## src/rtl/alu_pkg.sv

```systemverilog
// Shared definitions for the 4-bit ALU and its two-port arbiter front end.
package alu_pkg;

    localparam int unsigned ALU_WIDTH = 4;
    localparam int unsigned ALU_SEL_W = 3;

    localparam logic [ALU_SEL_W-1:0] OP_ADD = 3'b000;
    localparam logic [ALU_SEL_W-1:0] OP_SUB = 3'b001;
    localparam logic [ALU_SEL_W-1:0] OP_AND = 3'b010;
    localparam logic [ALU_SEL_W-1:0] OP_OR  = 3'b011;
    localparam logic [ALU_SEL_W-1:0] OP_XOR = 3'b100;

    localparam int unsigned FLAG_ZERO  = 0;
    localparam int unsigned FLAG_CARRY = 1;
    localparam int unsigned NUM_FLAGS  = 2;

    typedef enum logic {
        StEmpty,
        StFull
    } rsp_state_e;

endpackage

```

## src/rtl/alu.sv

```systemverilog
// Combinational ALU: ADD/SUB modulo 2^WIDTH, AND, OR, XOR; unused opcodes yield 0.
module alu
    import alu_pkg::*;
#(
    parameter int unsigned WIDTH = ALU_WIDTH,
    parameter int unsigned SEL_W = ALU_SEL_W
) (
    input  logic [WIDTH-1:0] a,
    input  logic [WIDTH-1:0] b,
    input  logic [SEL_W-1:0] sel,
    output logic [WIDTH-1:0] y
);

    always_comb begin
        y = '0;
        case (sel)
            OP_ADD:  y = a + b;
            OP_SUB:  y = a - b;
            OP_AND:  y = a & b;
            OP_OR:   y = a | b;
            OP_XOR:  y = a ^ b;
            default: y = '0;
        endcase
    end

endmodule

```

## src/rtl/rr_arb2.sv

```systemverilog
// Two-input round-robin arbiter; last_grant advances only when a grant is accepted.
module rr_arb2 (
    input  logic clk,
    input  logic rst,
    input  logic valid0,
    input  logic valid1,
    input  logic advance,
    output logic grant0,
    output logic grant1
);

    logic last_grant_q;

    // Under contention the port that did not win last time goes next.
    assign grant0 = valid0 & (~valid1 | last_grant_q);
    assign grant1 = valid1 & (~valid0 | ~last_grant_q);

    always_ff @(posedge clk) begin
        if (rst) begin
            last_grant_q <= 1'b1;
        end else if (advance) begin
            last_grant_q <= grant1;
        end
    end

endmodule

```

## src/rtl/alu_arbiter.sv

```systemverilog
// Shares one ALU between two requesters with a registered valid/ready response.
// Optional zero/carry response flags are built when ALU_ARB_FLAGS_EN is defined.
module alu_arbiter
    import alu_pkg::*;
#(
    parameter int unsigned WIDTH = ALU_WIDTH,
    parameter int unsigned SEL_W = ALU_SEL_W
) (
    input  logic             clk,
    input  logic             rst,
    input  logic             req0_valid,
    output logic             req0_ready,
    input  logic [WIDTH-1:0] req0_a,
    input  logic [WIDTH-1:0] req0_b,
    input  logic [SEL_W-1:0] req0_sel,
    input  logic             req1_valid,
    output logic             req1_ready,
    input  logic [WIDTH-1:0] req1_a,
    input  logic [WIDTH-1:0] req1_b,
    input  logic [SEL_W-1:0] req1_sel,
    output logic             rsp_valid,
    input  logic             rsp_ready,
    output logic [WIDTH-1:0] rsp_y,
`ifdef ALU_ARB_FLAGS_EN
    output logic             rsp_zero,
    output logic             rsp_carry,
`endif
    output logic             rsp_id
);

    rsp_state_e       state_q;
    logic [WIDTH-1:0] rsp_y_q;
    logic             rsp_id_q;
    logic             grant0, grant1;
    logic             free, accept;
    logic [WIDTH-1:0] op_a, op_b, alu_y;
    logic [SEL_W-1:0] op_sel;

    rr_arb2 u_arb (
        .clk    (clk),
        .rst    (rst),
        .valid0 (req0_valid),
        .valid1 (req1_valid),
        .advance(accept),
        .grant0 (grant0),
        .grant1 (grant1)
    );

    // A drain and a new accept may share a cycle, so a full register is free if taken.
    assign free       = (state_q == StEmpty) | rsp_ready;
    assign req0_ready = grant0 & free & ~rst;
    assign req1_ready = grant1 & free & ~rst;
    assign accept     = req0_ready | req1_ready;

    assign op_a   = grant1 ? req1_a : req0_a;
    assign op_b   = grant1 ? req1_b : req0_b;
    assign op_sel = grant1 ? req1_sel : req0_sel;

    alu #(
        .WIDTH(WIDTH),
        .SEL_W(SEL_W)
    ) u_alu (
        .a  (op_a),
        .b  (op_b),
        .sel(op_sel),
        .y  (alu_y)
    );

`ifdef ALU_ARB_FLAGS_EN
    logic [WIDTH:0]         sum_ext;
    logic [NUM_FLAGS-1:0]   flags_d, flags_q;

    always_comb begin
        sum_ext = {1'b0, op_a} + {1'b0, op_b};
        flags_d = '0;
        flags_d[FLAG_ZERO] = (alu_y == '0);
        if (op_sel == OP_ADD) begin
            flags_d[FLAG_CARRY] = sum_ext[WIDTH];
        end else if (op_sel == OP_SUB) begin
            flags_d[FLAG_CARRY] = (op_a < op_b);
        end
    end

    always_ff @(posedge clk) begin
        if (rst) begin
            flags_q <= '0;
        end else if (accept) begin
            flags_q <= flags_d;
        end
    end

    assign rsp_zero  = flags_q[FLAG_ZERO];
    assign rsp_carry = flags_q[FLAG_CARRY];
`endif

    always_ff @(posedge clk) begin
        if (rst) begin
            state_q  <= StEmpty;
            rsp_y_q  <= '0;
            rsp_id_q <= 1'b0;
        end else begin
            unique case (state_q)
                StEmpty: begin
                    if (accept) begin
                        rsp_y_q  <= alu_y;
                        rsp_id_q <= grant1;
                        state_q  <= StFull;
                    end
                end
                StFull: begin
                    if (accept) begin
                        rsp_y_q  <= alu_y;
                        rsp_id_q <= grant1;
                    end else if (rsp_ready) begin
                        state_q <= StEmpty;
                    end
                end
                default: state_q <= StEmpty;
            endcase
        end
    end

    assign rsp_valid = (state_q == StFull);
    assign rsp_y     = rsp_y_q;
    assign rsp_id    = rsp_id_q;

endmodule
```

## config.mk

```make
export PLATFORM = sky130hd
export DESIGN_NAME = alu_arbiter
export DESIGN_NICKNAME = d
export VERILOG_FILES = /design/src/rtl/alu_pkg.sv /design/src/rtl/alu.sv /design/src/rtl/rr_arb2.sv /design/src/rtl/alu_arbiter.sv
export SDC_FILE = /design/constraint.sdc
export NUM_CORES = 1
export LEC_CHECK = 0
export CORE_UTILIZATION = 44
export DETAILED_ROUTE_END_ITERATION = 8
export GPL_ROUTABILITY_DRIVEN = 0
export PLACE_DENSITY = 0.85
export REMOVE_ABC_BUFFERS = 1
export SLEW_MARGIN = 0
export SYNTH_ARGS = -nofsm -noshare
export SYNTH_HDL_FRONTEND = slang
export SYNTH_SLANG_ARGS = --single-unit
```

## constraint.sdc

```tcl
create_clock -name clk -period 3.2 [get_ports clk]
set_input_delay 0.64 -clock clk [delete_from_list [all_inputs] [get_ports clk]]
set_output_delay 0.64 -clock clk [all_outputs]
set_load 0.01 [all_outputs]
```

==> results of run 1 <==
==> worst max-delay path, delay by kind of cell <==
family | cells | cell delay (ps)
compound gates | 6 | 1080
fa+ha+maj | 1 | 550
xor+xnor | 1 | 180
buf+inv | 2 | 700
==> power by group through the flow <==
stage          Combinational [mW]  Sequential, mW  Clock, mW
2_1_floorplan               0.126           0.106          0
3_3_place_gp                0.219           0.102          0
5_1_grt                     0.253           0.102     0.0894
4_1_cts                     0.232           0.101     0.0825
6_report                    0.232           0.101     0.0796
3_5_place_dp                0.231           0.103          0
==> area by class of cell <==
| cell class | instances | share of cell area |
|---|---|---|
| multi-input cells | 98 | 0.5314 |
| inverters | 8 | 0.02154 |
| well taps | 27 | 0.02424 |
| flip-flops and latches | 7 | 0.1005 |
| repair buffers | 45 | 0.3034 |
| clock buffers | 4 | 0.01885 |
==> sequential cells by signal (all words and copies together) (netlist names) <==
name                cells
rsp_id                  1
rsp_y                   4
rsp_valid               1
u_arb.last_grant_q      1
==> Yosys cell counts, drive strengths merged <==
cell,count
a21boi,1
or3b,1
o31ai,2
dfxtp,7
and3,1
o22ai,2
a221oi,1
nor2,10
mux2i,11
inv,8
buf,2
a21oi,7
o21ai,8
ha,8
a21o,1
a31o,2
and2,1
a31oi,1
nand2b,4
xnor2,8
fa,1
mux2,2
nor3,5
nand3,3
o211ai,1
nor2b,1
a222oi,3
a211oi,1
or2b,1
nand3b,2
nand2,8
o32ai,1
==> final timing paths <==
kind                                                      start               endpoint  slack [ps]  cells after the start
worst max register to register  u_arb.last_grant_q$_SDFFE_PP1P_  rsp_y[1]$_SDFFE_PP0P_         720                      9
worst min-delay path                      rsp_y[2]$_SDFFE_PP0P_  rsp_y[2]$_SDFFE_PP0P_         480                      2
worst min register to register            rsp_y[2]$_SDFFE_PP0P_  rsp_y[2]$_SDFFE_PP0P_         480                      2
worst max-delay path                                 req0_valid  rsp_y[1]$_SDFFE_PP0P_         180                     10
==> cells in the final DEF (no fill, tap or decap), types with 6 or more instances in the layout <==
master	instances
a21oi_1	6
ha_1	8
clkdlybuf4s50_1	34
dfxtp_1	7
inv_1	8
mux2i_1	11
nand2_1	8
nor2_1	10
xnor2_1	8
o21ai_0	7
buf_4	11
==> kinds of logic after synthesis <==
| kind of cell | share of synthesized area |
|---|---|
| simple gates | 0.1957 |
| compound gates | 0.2480 |
| fa+ha+maj | 0.1287 |
| mux | 0.1461 |
| xor+xnor | 0.07507 |
| flops | 0.1501 |
| buf+inv | 0.05630 |
==> layer usage <==
metal,GRT usage,routed length (microns),vias up
li1,-,-,518
met1,0.2289,954,467
met2,0.4514,1337,43
met3,0.02642,106,6
met4,0.1389,54,0
met5,0,0,-
==> through the flow <==
step | setup TNS [ps] | cells | instance area, sq um | setup slack [ps]
after floorplan | 0 | 113 | 910.9 | 145.4
after global placement | 0 | 185 | 1368 | 54.35
after detailed placement | -162.5 | 185 | 1368 | -75.06
after CTS | 0 | 189 | 1394 | 184.5
after global routing | 0 | 189 | 1394 | 62.63
final | 0 | 189 | 1394 | 180.6
==> results.toml, run 1 <==
[cells_and_area]
final_util = 0.7033
layout.area.seq_sq_um = 140.1
drive_gt1_frac = 0.1296
num_antenna_cells = 0
final_nets = 199
area.growth.synth_to_final_pct = 49.33
multi_input_area_sq_um = 740.7
nFillCells = 149

[route]
post_drt_via_cell_ratio = 5.471
wl_per_cell_microns = 12.97
drt_iter0_markers = 30
route.detailed.drc = 0
routed_wl_microns = 2452
dr.pass1.iters = 5
vias = 1034
drt.antenna.violating_nets = 0

[die]
ios = 35
die_area_sq_um = 2310
fp-row-count = 16
chipWidth_microns = 48.06
initial_utilization = 0.4710
die-height_microns = 48.06
core_area_sq_um = 1982

[power]
p_int_uw = 268.9
p_seq_frac = 0.245
netSwitchingFraction = 0.3493
power_density_nw_per_um2 = 296.4
leakage_nw = 0.5786
ir_drop_mv = 0.1703
p_comb_frac = 0.562
p_switching_uw = 144.3
clock_power_share = 0.193
total_power_uw = 413.2

[clock_network]
cts_post_setup_buffers_inserted = 0
cts_tree = "built"
h-tree-depth = 1
cts-resized-gates = 0
ctsRootBufferMaster = "clkbuf_4"
clk_latency_ps = 250
clk_transition_reported_paths_ps = 50
clk_path_buf_depth = 2
cts-buffers-inserted = 3
holdBufCountCts = 0
cts_sinks = 7

[sta]
fin_crit_ps = 3019
drv_slew = 0
hold_viol_final = 0
fmax_mhz = 331.2
tightest_slew_ps = 523.3
period_share = 0.9436
setup_viol = 0
finalHoldWorstSlack_ps = 481.0
rsz0062_at_grt = "false"
finClkSkew_ps = 5.388
slew_headroom = 0.6412

[critical_path]
cp.arrival_ps = 3150
crit_chain = "clkdlybuf4s50_1, a21boi_4, buf_4, o31ai_2, a21oi_1, xnor2_1, fa_1, o32ai_2, a222oi_1, a21oi_1"
worstSetupStartpointType = "input port"
crit_path_end_kind = "flop"
path_common_cell = "a21oi_1"
cp.required_ps = 3330
slowest_stage = "fa_1"
cpPeakStageDelay_ps = 550
worstSetupPathType = "in -> reg"
cp_max_fo = 8

[global_routing]
grt_pass1_wl_microns = 3712
grt_use_total = 0.2314
grt_pass1_vias = 957
grt_antenna_before_repair = 0
overflow = 0
grt_max_degree = 10

[synth]
synth_cells = 115
yosysUniqueCellTypes = 37
synthTopCellsByArea = "dfxtp_1 (15%), mux2i_1 (12%), ha_1 (11%), xnor2_1 (7.5%), nor2_1 (4.0%)"
ys_warn_count = 0
synth_top_area_cell = "dfxtp_1"
synth-seq-cells = 7
seq_area_frac_synth = 0.1501
synth_area_per_cell_sq_um = 8.116
synth.top_cell.area_share = 0.1501
syn_area_sq_um = 933.4

[placed_design]
port-buffer-count = 34
hpwl_microns = 2166

[run]
maxCapViolCount = 0

[worst_hold_path]
hold_class = "reg -> reg"

[outcome]
status = "completed"
Power figures use the tool's default switching activity.
==> run 2: changes to the inputs <==
--- a/config.mk
+++ b/config.mk
@@ -5,10 +5,12 @@
 export SDC_FILE = /design/constraint.sdc
 export NUM_CORES = 1
 export LEC_CHECK = 0
-export CORE_UTILIZATION = 44
+export CELL_PAD_IN_SITES_DETAIL_PLACEMENT = 1
+export CELL_PAD_IN_SITES_GLOBAL_PLACEMENT = 2
+export CORE_UTILIZATION = 24
 export DETAILED_ROUTE_END_ITERATION = 8
 export GPL_ROUTABILITY_DRIVEN = 0
-export PLACE_DENSITY = 0.85
+export PLACE_DENSITY = 0.84
 export REMOVE_ABC_BUFFERS = 1
 export SLEW_MARGIN = 0
 export SYNTH_ARGS = -nofsm -noshare
==> results.toml, run 2 (same netlist as run 1, synthesis figures left out) <==
[critical_path]
reg2reg_slack_ps = 750
cpPeakStageDelay_ps = 540
crit_chain = "clkdlybuf4s50_1, a21boi_4, buf_4, nand2_1, o31ai_4, a21oi_1, xnor2_1, fa_1, o32ai_2, a222oi_1, a21oi_1"
cpLargestDelayFamily = "compound AO/OA/AOI/OAI gates"
crit_path_end_kind = "flop"
cp_num_buf_inv = 2
reg2reg_from = "u_arb.last_grant_q$_SDFFE_PP1P_"
path_common_cell = "a21oi_1"
cp_max_fo = 5
worstSetupPathType = "in -> reg"
cp.arrival_ps = 3160
r2r-end = "rsp_y[1]$_SDFFE_PP0P_"
worstSetupStartpointType = "input port"
rr_worst_depth = 10
slowest_stage = "fa_1"
cp.required_ps = 3310

[placed_design]
port-buffer-count = 34
placed_area_sq_um = 1416
placed_cells_incl_taps = 209
hpwl_microns = 2449
dpl_worst_slack_ps = -108.5

[sta]
finClkSkew_ps = 0.3862
drv_slew = 0
setup_slack_ps = 152.7
tightest_slew_ps = 483.6
fin_crit_ps = 3047
finalHoldWorstSlack_ps = 480.5
setup_viol = 0
setup_tns_ps = 0
fmax_mhz = 328.2
hold_viol_final = 0
period_share = 0.9523
slew_headroom = 0.6684

[die]
fp-row-count = 22
core_area_sq_um = 3689
initial_utilization = 0.2531
die-height_microns = 64.37
ios = 35
chipWidth_microns = 64.37
die_area_sq_um = 4143

[clock_network]
holdBufCountCts = 0
clk_latency_ps = 230
cts-resized-gates = 0
clk_path_buf_depth = 2
clk_transition_reported_paths_ps = 40
ctsRootBufferMaster = "clkbuf_8"
cts_sinks = 7
cts_post_setup_buffers_inserted = 0
h-tree-depth = 1
cts-buffers-inserted = 3
cts_tree = "built"

[route]
drt_iter0_markers = 28
routed_wl_microns = 2836
wl_per_cell_microns = 13.31
drt.antenna.violating_nets = 0
post_drt_via_cell_ratio = 4.906
dr.pass1.iters = 4
route.detailed.drc = 0
vias = 1045

[power]
p_seq_frac = 0.215
netSwitchingFraction = 0.3373
clock_power_share = 0.279
p_switching_uw = 159.6
p_comb_frac = 0.506
leakage_nw = 0.6039
total_power_uw = 473.2
power_density_nw_per_um2 = 319.4
p_int_uw = 313.6
ir_drop_mv = 0.08184

[global_routing]
grt_antenna_before_repair = 0
grt_max_degree = 11
grt_use_total = 0.1500
grt_pass1_vias = 1104
grt_pass1_wl_microns = 4802
overflow = 0

[cells_and_area]
area.growth.synth_to_final_pct = 58.71
final_util = 0.4016
num_antenna_cells = 0
stdcell_count = 213
nFillCells = 473
drive_gt1_frac = 0.1515
final_cell_area_sq_um = 1481
largest_register_ffs = 4
mostFrequentLayoutCells = "clkdlybuf4s50_1 (34), buf_4 (12), mux2i_1 (10), nor2_1 (10)"
final_nets = 202
final_common_cell = "clkdlybuf4s50_1"

[worst_hold_path]
hold_class = "reg -> reg"
min_path_cells = 2
hold_path_startpoint = "rsp_y[2]$_SDFFE_PP0P_"
hold-path-endpoint = "rsp_y[2]$_SDFFE_PP0P_"

[outcome]
status = "completed"

[run]
maxCapViolCount = 0
-- run 2: cell count changes in the layout (fill, tap and decap cells not counted), sizes merged --
| cell | change |
|---|---|
| buf | +3 |
-- run 2: worst max path at each step --
stage / startpoint / endpoint / slack (ps) / depth (start not counted)
global route: req1_valid / rsp_y[2]$_SDFFE_PP0P_ / -8 / 10
detailed placement: req1_valid / rsp_y[1]$_SDFFE_PP0P_ / -110 / 10
floorplan: req1_valid / rsp_y[1]$_SDFFE_PP0P_ / 150 / 8
global placement: req1_valid / rsp_y[1]$_SDFFE_PP0P_ / -30 / 10
CTS: req1_valid / rsp_y[1]$_SDFFE_PP0P_ / 120 / 10
finish: req1_valid / rsp_y[1]$_SDFFE_PP0P_ / 150 / 11
-- run 2: power groups by stage --
| stage | logic [mW] | clock network, mW | registers [mW] |
|---|---|---|---|
| after detailed placement | 0.237 | 0 | 0.103 |
| after global routing | 0.268 | 0.137 | 0.103 |
| after global placement | 0.228 | 0 | 0.103 |
| final | 0.240 | 0.132 | 0.102 |
| after CTS | 0.238 | 0.133 | 0.102 |
| after floorplan | 0.126 | 0 | 0.106 |
-- run 2: worst reg2reg max path: cells and delay by family, from the launching register on --
kind	cells	cell delay, ps
AO/OA/AOI/OAI	6	990
XOR/XNOR	1	170
adder cells (fa/ha/maj)	1	540
buffers and inverters	1	180
flip-flops	1	340
AND/OR/NAND/NOR	1	100
-- run 2: final cells by class --
cell class                      count  area, sq um  area share
Clock buffer                        4        45.04     0.03041
Inverter                            8        30.03     0.02027
Multi-Input combinational cell     98        753.2      0.5084
Sequential cell                     7        140.1     0.09459
Tap cell                           48        60.06     0.04054
Timing Repair Buffer               48        452.9      0.3057
-- run 2: layer usage --
layer / up-vias / part of all wire / track usage
li1: 522 / - / -
met1: 481 / 0.42 / 0.1677
met2: 36 / 0.51 / 0.2803
met3: 6 / 0.050 / 0.01786
met4: 0 / 0.023 / 0.06389
met5: - / 0 / 0
==> run 3: changes to the inputs <==
--- a/config.mk
+++ b/config.mk
@@ -5,12 +5,10 @@
 export SDC_FILE = /design/constraint.sdc
 export NUM_CORES = 1
 export LEC_CHECK = 0
-export CELL_PAD_IN_SITES_DETAIL_PLACEMENT = 1
-export CELL_PAD_IN_SITES_GLOBAL_PLACEMENT = 2
-export CORE_UTILIZATION = 24
+export CORE_UTILIZATION = 44
 export DETAILED_ROUTE_END_ITERATION = 8
 export GPL_ROUTABILITY_DRIVEN = 0
-export PLACE_DENSITY = 0.84
+export PLACE_DENSITY = 0.85
 export REMOVE_ABC_BUFFERS = 1
 export SLEW_MARGIN = 0
 export SYNTH_ARGS = -nofsm -noshare
==> results of run 3 <==
Same layout as run 1: the final DEF is identical, and so are final timing and power.
